$ cat config.mk
export PLATFORM = sky130hd
export DESIGN_NAME = mem_port_arbiter_flat
export DESIGN_NICKNAME = d
export VERILOG_FILES = /design/src/rtl/mem_port_arbiter_if.sv /design/src/rtl/mem_port_arbiter.sv /design/src/flat_wrapper.sv
export SDC_FILE = /design/constraint.sdc
export NUM_CORES = 1
export LEC_CHECK = 0
export BUFFER_PORTS_ARGS = -buffer_cell sky130_fd_sc_hd__buf_2
export CAP_MARGIN = 20
export CORE_AREA = 2 2 145 147
export CTS_CLUSTER_SIZE = 20
export DETAILED_ROUTE_END_ITERATION = 16
export DIE_AREA = 0 0 147 149
export PLACE_DENSITY = 0.67
export SETUP_SLACK_MARGIN = 0.02
export SLEW_MARGIN = 15
export SYNTH_ARGS = -nofsm -noshare
export SYNTH_HDL_FRONTEND = slang
export SYNTH_SLANG_ARGS = --single-unit
$ cat constraint.sdc
create_clock -name clk -period 5 [get_ports clk]
set_clock_uncertainty 0.15 [all_clocks]
set_input_delay 1.5 -clock clk [delete_from_list [all_inputs] [get_ports clk]]
set_output_delay 1.5 -clock clk [all_outputs]
set_load 0.01 [all_outputs]
$ cat src/rtl/mem_port_arbiter_if.sv
// rtl/mem_port_arbiter_if.sv - CPU, secondary-master and memory port signals of the arbiter
interface mem_port_arbiter_if #(
    parameter int CNT_W = 32
);
    logic [31:0]      cpu_addr;
    logic [31:0]      cpu_wdata;
    logic             cpu_rstrb;
    logic [3:0]       cpu_wstrb;
    logic [31:0]      cpu_rdata;
    logic             dma_req;
    logic [31:0]      dma_addr;
    logic [31:0]      dma_wdata;
    logic [3:0]       dma_wstrb;
    logic             dma_ack;
    logic [31:0]      dma_rdata;
    logic             dma_rvalid;
    logic             dma_starved;
    logic [31:0]      mem_addr;
    logic [31:0]      mem_wdata;
    logic             mem_rstrb;
    logic [3:0]       mem_wstrb;
    logic [31:0]      mem_rdata;
    logic [CNT_W-1:0] cpu_acc_cnt;
    logic [CNT_W-1:0] dma_acc_cnt;

    // The arbiter side
    modport slave (
        input  cpu_addr, cpu_wdata, cpu_rstrb, cpu_wstrb,
        input  dma_req, dma_addr, dma_wdata, dma_wstrb,
        input  mem_rdata,
        output cpu_rdata, dma_ack, dma_rdata, dma_rvalid, dma_starved,
        output mem_addr, mem_wdata, mem_rstrb, mem_wstrb,
        output cpu_acc_cnt, dma_acc_cnt
    );

    // The environment side (masters and memory)
    modport master (
        output cpu_addr, cpu_wdata, cpu_rstrb, cpu_wstrb,
        output dma_req, dma_addr, dma_wdata, dma_wstrb,
        output mem_rdata,
        input  cpu_rdata, dma_ack, dma_rdata, dma_rvalid, dma_starved,
        input  mem_addr, mem_wdata, mem_rstrb, mem_wstrb,
        input  cpu_acc_cnt, dma_acc_cnt
    );
endinterface

$ cat src/rtl/mem_port_arbiter.sv
// rtl/mem_port_arbiter.sv - CPU-priority memory port sharing with a secondary bus master
module mem_port_arbiter #(
    parameter int STARVE_LIMIT = 64,
    parameter int CNT_W        = 32
) (
    input logic               clk,
    input logic               rst,
    mem_port_arbiter_if.slave bus
);
    localparam int SCW = $clog2(STARVE_LIMIT + 1);
    localparam logic [SCW-1:0] STARVE_MAX = SCW'(STARVE_LIMIT);

    typedef enum logic [1:0] {IDLE, CPU_RD, DMA_RD} state_e;

    logic             cpu_act;
    logic             dma_ack;
    logic             dma_rd_ack;
    state_e           state_q, state_d;
    logic             rvalid_q;
    logic [31:0]      rdata_q;
    logic [SCW-1:0]   starve_q, starve_d;
    logic             starved_q;
    logic [CNT_W-1:0] cpu_cnt_q, dma_cnt_q;

    assign cpu_act    = bus.cpu_rstrb | (|bus.cpu_wstrb);
    assign dma_ack    = bus.dma_req & ~cpu_act;
    assign dma_rd_ack = dma_ack & (bus.dma_wstrb == 4'b0000);

    // Port mux: CPU always owns the port when it strobes, DMA fills idle cycles
    always_comb begin
        bus.mem_addr  = bus.cpu_addr;
        bus.mem_wdata = bus.cpu_wdata;
        bus.mem_rstrb = 1'b0;
        bus.mem_wstrb = 4'b0000;
        if (cpu_act) begin
            bus.mem_rstrb = bus.cpu_rstrb;
            bus.mem_wstrb = bus.cpu_wstrb;
        end else if (bus.dma_req) begin
            bus.mem_addr  = bus.dma_addr;
            bus.mem_wdata = bus.dma_wdata;
            bus.mem_wstrb = bus.dma_wstrb;
            bus.mem_rstrb = (bus.dma_wstrb == 4'b0000);
        end
    end

    assign bus.dma_ack   = dma_ack;
    assign bus.cpu_rdata = bus.mem_rdata;

    // Tracks which master owns the read data arriving next cycle
    always_comb begin
        state_d = IDLE;
        if (bus.cpu_rstrb) begin
            state_d = CPU_RD;
        end else if (dma_rd_ack) begin
            state_d = DMA_RD;
        end
    end

    // Read-return FSM; rdata_q keeps the last DMA read word for the hold phase
    always_ff @(posedge clk) begin
        if (rst) begin
            state_q  <= IDLE;
            rvalid_q <= 1'b0;
            rdata_q  <= '0;
        end else begin
            state_q  <= state_d;
            rvalid_q <= (state_d == DMA_RD);
            if (state_q == DMA_RD) begin
                rdata_q <= bus.mem_rdata;
            end
        end
    end

    // Memory returns data in the DMA_RD cycle, so the word is steered straight through then
    assign bus.dma_rvalid = rvalid_q;
    assign bus.dma_rdata  = (state_q == DMA_RD) ? bus.mem_rdata : rdata_q;

    // Consecutive denied-request run length, saturating
    always_comb begin
        starve_d = '0;
        if (bus.dma_req && !dma_ack) begin
            starve_d = (starve_q == STARVE_MAX) ? starve_q : starve_q + 1'b1;
        end
    end

    // Starvation count and flag; the flag is registered from the next count
    always_ff @(posedge clk) begin
        if (rst) begin
            starve_q  <= '0;
            starved_q <= 1'b0;
        end else begin
            starve_q  <= starve_d;
            starved_q <= (starve_d == STARVE_MAX);
        end
    end

    assign bus.dma_starved = starved_q;

    // Free-running access counters, wrapping
    always_ff @(posedge clk) begin
        if (rst) begin
            cpu_cnt_q <= '0;
            dma_cnt_q <= '0;
        end else begin
            cpu_cnt_q <= cpu_cnt_q + CNT_W'(cpu_act);
            dma_cnt_q <= dma_cnt_q + CNT_W'(dma_ack);
        end
    end

    assign bus.cpu_acc_cnt = cpu_cnt_q;
    assign bus.dma_acc_cnt = dma_cnt_q;
endmodule

$ cat src/flat_wrapper.sv
// flat-port wrapper written by rule: the top's interface ports become plain ports
module mem_port_arbiter_flat 
#(
    parameter int STARVE_LIMIT = 64,
    parameter int CNT_W        = 32
)
  (clk, rst, bus_cpu_addr, bus_cpu_wdata, bus_cpu_rstrb, bus_cpu_wstrb, bus_dma_req, bus_dma_addr, bus_dma_wdata, bus_dma_wstrb, bus_mem_rdata, bus_cpu_rdata, bus_dma_ack, bus_dma_rdata, bus_dma_rvalid, bus_dma_starved, bus_mem_addr, bus_mem_wdata, bus_mem_rstrb, bus_mem_wstrb, bus_cpu_acc_cnt, bus_dma_acc_cnt);
  mem_port_arbiter_if #(.CNT_W(CNT_W)) bus_i ();
  input logic clk;
  input logic rst;
  input wire logic [$bits(bus_i.cpu_addr)-1:0] bus_cpu_addr;
  input wire logic [$bits(bus_i.cpu_wdata)-1:0] bus_cpu_wdata;
  input wire logic [$bits(bus_i.cpu_rstrb)-1:0] bus_cpu_rstrb;
  input wire logic [$bits(bus_i.cpu_wstrb)-1:0] bus_cpu_wstrb;
  input wire logic [$bits(bus_i.dma_req)-1:0] bus_dma_req;
  input wire logic [$bits(bus_i.dma_addr)-1:0] bus_dma_addr;
  input wire logic [$bits(bus_i.dma_wdata)-1:0] bus_dma_wdata;
  input wire logic [$bits(bus_i.dma_wstrb)-1:0] bus_dma_wstrb;
  input wire logic [$bits(bus_i.mem_rdata)-1:0] bus_mem_rdata;
  output wire logic [$bits(bus_i.cpu_rdata)-1:0] bus_cpu_rdata;
  output wire logic [$bits(bus_i.dma_ack)-1:0] bus_dma_ack;
  output wire logic [$bits(bus_i.dma_rdata)-1:0] bus_dma_rdata;
  output wire logic [$bits(bus_i.dma_rvalid)-1:0] bus_dma_rvalid;
  output wire logic [$bits(bus_i.dma_starved)-1:0] bus_dma_starved;
  output wire logic [$bits(bus_i.mem_addr)-1:0] bus_mem_addr;
  output wire logic [$bits(bus_i.mem_wdata)-1:0] bus_mem_wdata;
  output wire logic [$bits(bus_i.mem_rstrb)-1:0] bus_mem_rstrb;
  output wire logic [$bits(bus_i.mem_wstrb)-1:0] bus_mem_wstrb;
  output wire logic [$bits(bus_i.cpu_acc_cnt)-1:0] bus_cpu_acc_cnt;
  output wire logic [$bits(bus_i.dma_acc_cnt)-1:0] bus_dma_acc_cnt;
  assign bus_i.cpu_addr = bus_cpu_addr;
  assign bus_i.cpu_wdata = bus_cpu_wdata;
  assign bus_i.cpu_rstrb = bus_cpu_rstrb;
  assign bus_i.cpu_wstrb = bus_cpu_wstrb;
  assign bus_i.dma_req = bus_dma_req;
  assign bus_i.dma_addr = bus_dma_addr;
  assign bus_i.dma_wdata = bus_dma_wdata;
  assign bus_i.dma_wstrb = bus_dma_wstrb;
  assign bus_i.mem_rdata = bus_mem_rdata;
  assign bus_cpu_rdata = bus_i.cpu_rdata;
  assign bus_dma_ack = bus_i.dma_ack;
  assign bus_dma_rdata = bus_i.dma_rdata;
  assign bus_dma_rvalid = bus_i.dma_rvalid;
  assign bus_dma_starved = bus_i.dma_starved;
  assign bus_mem_addr = bus_i.mem_addr;
  assign bus_mem_wdata = bus_i.mem_wdata;
  assign bus_mem_rstrb = bus_i.mem_rstrb;
  assign bus_mem_wstrb = bus_i.mem_wstrb;
  assign bus_cpu_acc_cnt = bus_i.cpu_acc_cnt;
  assign bus_dma_acc_cnt = bus_i.dma_acc_cnt;
  mem_port_arbiter #(.STARVE_LIMIT(STARVE_LIMIT), .CNT_W(CNT_W)) u_core (.clk(clk), .rst(rst), .bus(bus_i));
endmodule
Yosys cells after proc, flatten, opt, wreduce, memory -nomap -nowiden
Cells that the tools add are included.

Add/subtract/negate cells: 3. Multipliers: 0. Div/mod/pow operators: 0. Magnitude comparators: 0. Equality and inequality tests: 4. Shifts and indexed selects: 0. Mux-type cells: 13. Bitwise operators: 4. Reduce and logical (&&, ||, !) cells: 4.

Operators by type and width (count): $mux 32 (5); $add 32x1->32 (2); $eq 7x7->1 const B (2); $mux 7 (2); $mux 4 (2); $add 7x1->7 const B (1); $eq 2x2->1 const B (2); $logic_not 4->1 (1); $mux 2 (2); $reduce_or 4->1 (1); $and 1x1->1 (2); $mux 1 (2); $logic_and 1x1->1 (1); $logic_not 1->1 (1); $not 1->1 (1); $or 1x1->1 (1).

Flip-flop bits (word level): 107. Bits in latches: 0. RAM bits: 0. Bits in read-only memories: 0. Input bits: 172. Output and inout bits: 200. Word-level logic and storage cells: 35. Memories: 0.

Longest topological paths before layout
Gate-level depths: netlist (run 1).

Word-level depth: 8. Gate-level depth with buffers: 12. Depth with buffers taken out: 10.

Worst setup path after synthesis (run 1)
OpenSTA, ideal clock, no wires.

Path kind: input to output. Start point: input port bus_cpu_wstrb[2]. End point: output port bus_mem_wdata[26]. Arrival: 3.013 ns. Required time: 3.350 ns. Setup slack: 0.337 ns. Stages: 6. Buffers on the path: 2. Cell sequence: or4_1 nor2_1 and2_1 buf_6 buf_8 mux2_1.

Word-level cells in the longest chain between the ends: 3.

RTL lines: from (decl) (RTL line flat_wrapper.sv:14) `input wire logic [$bits(bus_i.cpu_wstrb)-1:0] bus_cpu_wstrb;`; $reduce_or 4->1 (RTL line mem_port_arbiter.sv:25) `assign cpu_act = bus.cpu_rstrb | (|bus.cpu_wstrb);`; $or 1x1->1 (RTL line mem_port_arbiter.sv:25); $mux 32 (RTL line mem_port_arbiter.sv:35) `if (cpu_act) begin`; to (decl) (RTL line flat_wrapper.sv:26) `output wire logic [$bits(bus_i.mem_wdata)-1:0] bus_mem_wdata;`.

No other way between the ends.

Final worst setup path (run 1)
Same ends and word-level chain as after synthesis.

==> flow_metrics.tcl, run 1 <==
set metrics [dict create \
    run_status "finished clean" \
    cells_after_synth 577 \
    core-area_um2 20600 \
    final_layout_size_suffix_gt1_share_pct 53.7 \
    die_w_um 147 \
    finalSetupViolCount 0 \
    rsz0062_at_grt "yes" \
    place.detailed.instances 1184 \
    clock_insertion_delay_worst_skew_ns 0.35 \
    number_of_enable_type_register_cells_in_the_synthesized_netlist 0 \
    cell_count_of_the_worst_reg_to_reg_path 7 \
    fp.dieArea_um2 21900 \
    post-synth-top-area-fraction_pct 37.7 \
    slew_headroom_pct 59.6 \
    vias_per_cell 4.58 \
    post_dp_hpwl_um 21800 \
    gr-usage-all-layers_pct 22.2 \
    cp.depth 7 \
    crit_path_end_kind "output pin" \
    yosysTopAreaCell "sky130_fd_sc_hd__dfxtp_1" \
    postSynth.asyncResetShare_pct 0 \
    die_h_um 149 \
    rows 53 \
    library_cell_with_the_highest_instance_count_after_synthesis "sky130_fd_sc_hd__dfxtp_1" \
    power_density_nw_per_um2 235 \
    worst_ep_arrival_time_ns 3.30 \
    worst_path_largest_cell_delay_ns 0.55 \
    holdBufCountCts 0 \
    synthesis.yosys.warnings 0 \
    routedWlPerCell_um 21.5 \
    grt_overflow_total 0 \
    timing.critical_path.slowest_stage_cell "sky130_fd_sc_hd__or4_4" \
    ys_flop_type "sky130_fd_sc_hd__dfxtp_1" \
    synth_cell_types 43 \
    via_count_of_the_first_global_routing_pass 5113 \
    slew_viol_final 0 \
    grt_pass1_wl_um 34700 \
    num-nets-final 1102 \
    worstPathMaxFanout 12 \
    critPathTopFamily "simple AND/OR/NAND/NOR gates" \
    htreeDepth 3 \
    ys_seq_area_share_pct 37.7 \
    postRouteWirelength_um 25900 \
    start_util_pct 27.3 \
    instances_no_fill 1204 \
    cts.path.max_buffers 2 \
    antenna_found_initial 12 \
    globalplace.congestion 0.909 \
    path_cells "buf_2 -> or4_4 -> nor2_4 -> and2_4 -> buf_12 -> mux2_1 -> buf_2" \
    synth.avg_cell_area_um2 9.74 \
    timing.final.crit_share_pct 98.9 \
    worstHoldPathCells 2 \
    area_delta_synth_final_pct 41.0 \
    worst_hold_path_type "flop to flop" \
    worst_pin_slew_ns 0.604 \
    antenna_left 0 \
    cts_root_buf "sky130_fd_sc_hd__clkbuf_16" \
    netlist_top_cells_area "sky130_fd_sc_hd__dfxtp_1 (38%), sky130_fd_sc_hd__mux2_2 (16%), sky130_fd_sc_hd__xor2_1 (7.0%)" \
    pin_count_of_the_biggest_net_entering_global_routing 50 \
    first_pass_iters 5 \
    number_of_hold_violations_in_the_final_report 0 \
    clkSinkCount 106 \
    start_to_end_type_of_the_worst_setup_path "input pin to output pin" \
    cts_tree "built" \
    fmaxAchievable_mhz 202 \
    static_leakage_uw 0.00385 \
    critical-path-top-cell-by-count "sky130_fd_sc_hd__buf_2" \
    synth.top_cells.by_count "sky130_fd_sc_hd__dfxtp_1 (106), sky130_fd_sc_hd__mux2_2 (78), sky130_fd_sc_hd__nor2_1 (74)" \
    critical_path_launch_point_type "input pin" \
    drv_cap 0 \
    syn-num-nets 756 \
    total_power_uw 1860 \
    total_of_flip_flops_plus_latches_after_synthesis 106 \
    number_of_vias_after_detailed_routing 5515 \
    drt_first_iter_violations 272 \
    synth_area_um2 5620 \
    drc 0 \
    cp.buffers_inverters 3 \
    utilization_pct 38.6 \
    fin_ws_ns 0.0543 \
    vdd_ir_drop_max_mv 0.159 \
    final_critical_delay_including_setup_and_external_delays_ns 4.95 \
    cts_made_buffers 9 \
    dp_slack_ns -0.0361 \
    critPathRequiredTime_ns 3.35 \
    io_pins 372 \
    numPortBuffers 371 \
    clkSlewWorstSetupHoldPaths_ns 0.07 \
]
==> flip-flops by register name, summed over array words and instances, names as in the netlist <==
name / flops
u_core.bus.dma_rvalid: 1
u_core.bus.dma_starved: 1
u_core.bus.cpu_acc_cnt: 32
u_core.starve_q: 7
u_core.bus.dma_acc_cnt: 32
u_core.rdata_q: 32
u_core.state_q: 1
==> final timing paths <==
kind                                    startpoint                                     to  slack [ns]
min reg2reg  u_core.bus.cpu_acc_cnt[31]$_SDFF_PP0_  u_core.bus.cpu_acc_cnt[31]$_SDFF_PP0_        0.35
min          u_core.bus.cpu_acc_cnt[31]$_SDFF_PP0_  u_core.bus.cpu_acc_cnt[31]$_SDFF_PP0_        0.35
max                               bus_cpu_wstrb[2]                      bus_mem_wdata[26]        0.05
max reg2reg   u_core.bus.cpu_acc_cnt[0]$_SDFF_PP0_  u_core.bus.cpu_acc_cnt[26]$_SDFF_PP0_        2.76
==> power by group <==
part	internal (µW)	total, µW	leakage, µW	switching [µW]
clock	449	771	0.000158	322
sequential	847	851	0.000855	3.43
combinational	112	242	0.00284	130
==> final cells by class <==
| cell class | instances | area (µm²) |
|---|---|---|
| Timing Repair Buffer | 391 | 2070 |
| Fill cell | 2130 | 12600 |
| Antenna cell | 2 | 5.00 |
| Clock buffer | 10 | 239 |
| Inverter | 6 | 22.5 |
| Multi-Input combinational cell | 409 | 3050 |
| Tap cell | 275 | 344 |
| Clock inverter | 5 | 78.8 |
| Sequential cell | 106 | 2120 |
==> through the flow <==
step	hold slack, ns	instance area [µm²]	setup TNS, ns
5_1_grt	0.399	7920	0
3_3_place_gp	0.329	7540	0
3_5_place_dp	0.342	7540	-0.133
4_1_cts	0.352	7860	0
2_1_floorplan	0.352	5620	0
6_report	0.348	7930	0
==> what timing repair did <==
action                     CTS  global route
pin swaps                    0             2
cloned                       0             3
setup endpoints to repair   45            58
gates resized for setup      1             3
setup buffers                0             0
==> layer usage <==
metal	global-route usage [%]	share of wire, %
met3	9.79	10
met5	0	0.15
met1	24.8	39
met2	37.4	48
met4	8.51	2.8
==> cells by family (layout without fill, tap and decap cells) <==
| group | Yosys count | after routing | share of synthesized area (%) |
|---|---|---|---|
| compound gates | 18 | 18 | 1.89 |
| xor+xnor | 60 | 60 | 9.35 |
| fa+ha+maj | 7 | 7 | 1.56 |
| buf+inv | 63 | 412 | 8.44 |
| flops | 106 | 106 | 37.7 |
| mux | 96 | 96 | 19.2 |
| other cells | 0 | 2 | 0 |
| simple gates | 227 | 228 | 21.8 |
==> worst register-to-register path: stages, from the launching register on <==
cell                      delay, ns
sky130_fd_sc_hd__dfxtp_1       0.33
sky130_fd_sc_hd__ha_1          0.17
sky130_fd_sc_hd__ha_1          0.21
sky130_fd_sc_hd__nand2_1       0.08
sky130_fd_sc_hd__nor2_1        0.49
sky130_fd_sc_hd__nand3_1       0.25
sky130_fd_sc_hd__or3_1         0.36
sky130_fd_sc_hd__a21oi_1       0.14
==> placed cells by master (no fill, tap or decap), drive strengths merged, types with 6 or more instances in the layout <==
master,synthesis,routed
a21oi,6,6
and2,5,6
and3,8,8
buf,44,389
clkbuf,13,12
dfxtp,106,106
ha,7,7
inv,6,6
mux2,96,96
nand2,23,23
nand3,24,24
nand4,25,25
nor2,74,74
nor2b,38,38
nor3,8,8
o21ai,6,6
or3,6,6
xnor2,15,15
xor2,45,45
No activity file was read; power rests on OpenSTA's default activity.
==> run 2: changes to the inputs <==
--- a/config.mk
+++ b/config.mk
@@ -15,3 +15,2 @@
 export SETUP_SLACK_MARGIN = 0.02
-export SLEW_MARGIN = 15
 export SYNTH_ARGS = -nofsm -noshare
--- a/constraint.sdc
+++ b/constraint.sdc
@@ -4,2 +4,2 @@
 set_output_delay 1.5 -clock clk [all_outputs]
-set_load 0.01 [all_outputs]
+set_load 0.02 [all_outputs]
==> run 2 against run 1 <==
Net effect:
- count of clock-buffer cells in the layout grew 1
- total power shrank 2.8%
- critical path depth is the same
- sequential share of layout area grew 0.14 points
- highest routed layer unchanged
- non-clock buffer count is the same
==> flow_metrics.tcl, run 2 (synthesis gave the netlist of run 1 again) <==
set metrics [dict create \
    run_status "finished clean" \
    hold_start "u_core.bus.cpu_acc_cnt[31]$_SDFF_PP0_" \
    finalSetupViolCount 0 \
    drc 0 \
    clock_insertion_delay_worst_skew_ns 0.36 \
    final_critical_delay_including_setup_and_external_delays_ns 4.96 \
    layout_commonest_cell "sky130_fd_sc_hd__buf_2" \
    slew_headroom_pct 58.8 \
    power_density_nw_per_um2 230 \
    utilization_pct 38.4 \
    crit_path_end_kind "output pin" \
    cts_root_buf "sky130_fd_sc_hd__clkbuf_16" \
    cts_tree "built" \
    clkSlewWorstSetupHoldPaths_ns 0.07 \
    first_pass_iters 4 \
    globalplace.congestion 0.919 \
    worst_ep_arrival_time_ns 3.31 \
    routedWlPerCell_um 21.2 \
    worstReg2RegEnd "u_core.bus.cpu_acc_cnt[26]$_SDFF_PP0_" \
    final_cell_mix "sky130_fd_sc_hd__buf_2 (371), sky130_fd_sc_hd__dfxtp_1 (106), sky130_fd_sc_hd__mux2_2 (78)" \
    drv_cap 0 \
    number_of_hold_violations_in_the_final_report 0 \
    dp_slack_ns -0.0229 \
    antenna_left 0 \
    fp.dieArea_um2 21900 \
    worst_pin_slew_ns 0.616 \
    vias_per_cell 4.55 \
    core-area_um2 20600 \
    grt_pass1_wl_um 34500 \
    instances_no_fill 1208 \
    grt_overflow_total 0 \
    cts_made_buffers 9 \
    cts.path.max_buffers 2 \
    number_of_vias_after_detailed_routing 5495 \
    rows 53 \
    num-nets-final 1102 \
    timing.final.crit_share_pct 99.1 \
    drt_first_iter_violations 277 \
    post_dp_hpwl_um 21500 \
    area_delta_synth_final_pct 40.3 \
    htreeDepth 3 \
    worst-r2r-setup-slack_ns 2.74 \
    worst_hold_path_type "flop to flop" \
    worstHoldPathCells 2 \
    start_to_end_type_of_the_worst_setup_path "input pin to output pin" \
    via_count_of_the_first_global_routing_pass 5063 \
    cell_count_of_the_worst_reg_to_reg_path 7 \
    rr_startpoint "u_core.bus.cpu_acc_cnt[0]$_SDFF_PP0_" \
    fin_hold_ws_ns 0.347 \
    die_w_um 147 \
    place.detailed.instances 1183 \
    worstPathMaxFanout 11 \
    finalSetupTns_ns 0 \
    io_pins 372 \
    pin_count_of_the_biggest_net_entering_global_routing 101 \
    final_layout_size_suffix_gt1_share_pct 53.6 \
    critical_path_launch_point_type "input pin" \
    start_util_pct 27.3 \
    critPathRequiredTime_ns 3.35 \
    fmaxAchievable_mhz 202 \
    rsz0062_at_grt "yes" \
    fin_ws_ns 0.0447 \
    worst_hold_path.endpoint "u_core.bus.cpu_acc_cnt[31]$_SDFF_PP0_" \
    clkSinkCount 106 \
    postRouteWirelength_um 25600 \
    die_h_um 149 \
    numPortBuffers 371 \
    vdd_ir_drop_max_mv 0.144 \
    slew_viol_final 0 \
    static_leakage_uw 0.00383 \
    antenna_found_initial 12 \
    gr-usage-all-layers_pct 21.9 \
]
## run 2: how the worst max path moves through the flow
stage	startpoint	end	slack (ns)	cells past startpoint
after floorplan	bus_cpu_wstrb[2]	bus_mem_wdata[26]	0.27	6
after global placement	bus_cpu_wstrb[2]	bus_mem_wdata[1]	0.008	7
after detailed placement	bus_cpu_wstrb[2]	bus_mem_wdata[1]	-0.02	7
after CTS	bus_cpu_wstrb[2]	bus_mem_wdata[1]	0.02	7
after global routing	bus_cpu_wstrb[2]	bus_mem_wdata[24]	0.01	7
final	bus_cpu_wstrb[2]	bus_mem_addr[6]	0.04	7
## run 2: power by group
group | internal, µW | switching [µW]
sequential | 847 | 3.24
clock | 354 | 329
combinational | 113 | 166
total | 1310 | 498
## run 2: critical path: stages
cell	delay, ns
sky130_fd_sc_hd__buf_2	0.10
sky130_fd_sc_hd__or4_1	0.57
sky130_fd_sc_hd__nor2_4	0.16
sky130_fd_sc_hd__and2_2	0.27
sky130_fd_sc_hd__clkbuf_16	0.19
sky130_fd_sc_hd__mux2_2	0.34
sky130_fd_sc_hd__buf_2	0.16
## run 2: per-layer routing
metal | share of wire [%] | GRT usage, % | up-vias
li1 | - | - | 2630
met1 | 39 | 25.3 | 2578
met2 | 47 | 36.5 | 235
met3 | 9.4 | 9.08 | 44
met4 | 3.5 | 8.27 | 8
met5 | 0.21 | 0 | -
## run 2: timing repair
item,CTS,global route
hold buffers,0,0
pin swaps,1,1
gates resized for setup,1,1
gates cloned,0,2
buffers inserted,2,0
endpoints found under the setup margin,9,6
## run 2: layout make-up
class | count | area (µm²)
diodes | 5 | 12.5
fillers | 2177 | 12700
repair buffers | 391 | 2060
flip-flops and latches | 106 | 2120
clock buffers | 11 | 243
well taps | 275 | 344
inverters | 6 | 22.5
clock inverters | 5 | 37.5
multi-input cells | 409 | 3050
## run 2: per-stage QoR
step           total power (µW)  area [µm²]
6_report                   1810        7890
5_1_grt                    1880        7880
4_1_cts                    1840        7840
3_5_place_dp               1150        7540
3_3_place_gp               1150        7540
2_1_floorplan              1010        5620
==> run 3: changes to the inputs <==
- SETUP_SLACK_MARGIN: 0.02 -> 0.3
==> run 3 against run 2 <==
Net effect:
- critical path depth unchanged
- sequential cell count unchanged
- hold slack worse by 0.0014 ns
- first-iteration DRC count down 15%
- via count down 0.33%
- sequential power about the same
- critical path type unchanged
- critical endpoint is now bus_mem_wdata[28]
- largest cell class unchanged
- largest power group unchanged
==> flow_metrics.tcl, run 3 (synthesis gave the netlist of run 1 again) <==
set metrics [dict create \
    die_h_um 149 \
    worstHoldPathCells 2 \
    dp_slack_ns -0.000187 \
    finalSetupViolCount 0 \
    final_cell_area_um2 7990 \
    slew_headroom_pct 48.8 \
    die_w_um 147 \
    worstPathMaxFanout 22 \
    htreeDepth 3 \
    grt.met1_usage_pct 25.8 \
    routedWlPerCell_um 20.1 \
    finalSetupTns_ns 0 \
    start_util_pct 27.3 \
    fp.dieArea_um2 21900 \
    rows 53 \
    final_critical_delay_including_setup_and_external_delays_ns 4.93 \
    clock_insertion_delay_worst_skew_ns 0.35 \
    num-nets-final 1099 \
    area_delta_synth_final_pct 42.1 \
    number_of_vias_after_detailed_routing 5477 \
    worst_hold_path_type "flop to flop" \
    core-area_um2 20600 \
    cts_made_buffers 9 \
    antenna_found_initial 13 \
    cp.depth 7 \
    globalplace.congestion 0.857 \
    path_cells "buf_6 -> or4_4 -> nor2_4 -> and2_4 -> buf_12 -> mux2_2 -> buf_2" \
    post_dp_hpwl_um 20400 \
    critical_path_launch_point_type "input pin" \
    start_to_end_type_of_the_worst_setup_path "input pin to output pin" \
    cts_tree "built" \
    postRouteWirelength_um 24200 \
    grt_pass1_wl_um 33100 \
    fin_hold_ws_ns 0.346 \
    holdBufCountCts 0 \
    pin_count_of_the_biggest_net_entering_global_routing 72 \
    cts_root_buf "sky130_fd_sc_hd__clkbuf_16" \
    slew_viol_final 0 \
    worst_ep_arrival_time_ns 3.28 \
    detailed_place.area_um2 7520 \
    crit_path_end_kind "output pin" \
    use_met2_pct 36.5 \
    timing.final.crit_share_pct 98.6 \
    cp.buffers_inverters 3 \
    final_cell_mix "sky130_fd_sc_hd__buf_2 (357), sky130_fd_sc_hd__dfxtp_1 (106), sky130_fd_sc_hd__mux2_2 (76)" \
    grt_overflow_total 0 \
    gr-usage-all-layers_pct 21.0 \
    run_status "finished clean" \
    drc 0 \
    io_pins 372 \
    clkSinkCount 106 \
    critPathTopFamily "simple AND/OR/NAND/NOR gates" \
    power_density_nw_per_um2 234 \
    first_pass_iters 4 \
    static_leakage_uw 0.00388 \
    number_of_hold_violations_in_the_final_report 0 \
    rsz0062_at_grt "yes" \
    gr-max-usage-layer "met2" \
    layout_commonest_cell "sky130_fd_sc_hd__buf_2" \
    numPortBuffers 371 \
    timing.critical_path.slowest_stage_cell "sky130_fd_sc_hd__or4_4" \
    critPathRequiredTime_ns 3.35 \
    vdd_ir_drop_max_mv 0.155 \
    cts.path.max_buffers 2 \
    clkSlewWorstSetupHoldPaths_ns 0.07 \
    worst_path_largest_cell_delay_ns 0.54 \
    antenna_left 0 \
    fillerInstances 2126 \
    worst_pin_slew_ns 0.768 \
    final_layout_size_suffix_gt1_share_pct 54.2 \
    fmaxAchievable_mhz 203 \
    drv_cap 0 \
    vias_per_cell 4.55 \
    drt_first_iter_violations 235 \
    via_count_of_the_first_global_routing_pass 4985 \
    fin_ws_ns 0.0695 \
    grt_use_met3_pct 5.93 \
    cell_count_of_the_worst_reg_to_reg_path 7 \
]
## run 3: repair_timing
item / CTS / global route
setup buffers: 1 / 1
gates cloned: 1 / 0
resized for setup: 19 / 16
pin swaps: 2 / 0
setup endpoints to repair: 69 / 69
## run 3: worst reg2reg max path, cell delays in order (launching register included)
cell,delay [ns]
sky130_fd_sc_hd__dfxtp_1,0.34
sky130_fd_sc_hd__ha_1,0.18
sky130_fd_sc_hd__ha_1,0.21
sky130_fd_sc_hd__nand2_1,0.09
sky130_fd_sc_hd__nor2_1,0.47
sky130_fd_sc_hd__nand3_1,0.24
sky130_fd_sc_hd__or3_1,0.36
sky130_fd_sc_hd__a21oi_1,0.14
## run 3: final timing paths
path                                          from  slack [ns]                                    end
min          u_core.bus.cpu_acc_cnt[31]$_SDFF_PP0_        0.35  u_core.bus.cpu_acc_cnt[31]$_SDFF_PP0_
min reg2reg  u_core.bus.cpu_acc_cnt[31]$_SDFF_PP0_        0.35  u_core.bus.cpu_acc_cnt[31]$_SDFF_PP0_
max                               bus_cpu_wstrb[2]        0.07                      bus_mem_wdata[28]
max reg2reg   u_core.bus.cpu_acc_cnt[0]$_SDFF_PP0_        2.75  u_core.bus.cpu_acc_cnt[26]$_SDFF_PP0_
## run 3: cell type report
cell class	count	area (µm²)	share of cell area (%)
sequential	106	2120	26.6
clock buffer	9	225	2.82
tap	275	344	4.31
timing repair buffer	389	2110	26.5
antenna	4	10.0	0.125
multi-input combinational	408	3070	38.4
inverter	6	22.5	0.282
clock inverter	7	81.3	1.02
## run 3: per-stage QoR
step / total power, µW / std cells / utilization [%]
CTS: 1900 / 1199 / 38.5
floorplan: 1010 / 577 / -
global route: 1940 / 1202 / 38.8
finish: 1870 / 1204 / 38.8
global placement: 1140 / 1181 / 36.6
detailed placement: 1140 / 1181 / 36.6
## run 3: per-layer routing
| layer | up-vias | wire (µm) |
|---|---|---|
| met5 | - | 57 |
| met2 | 208 | 11800 |
| li1 | 2629 | - |
| met1 | 2591 | 9850 |
| met3 | 41 | 2150 |
| met4 | 8 | 352 |
## run 3: power by group
group	switching [µW]	leakage, µW	total (µW)	internal [µW]
logic	162	0.00287	283	120
registers	3.51	0.000855	851	847
clock network	338	0.000153	737	399
total	504	0.00388	1870	1370
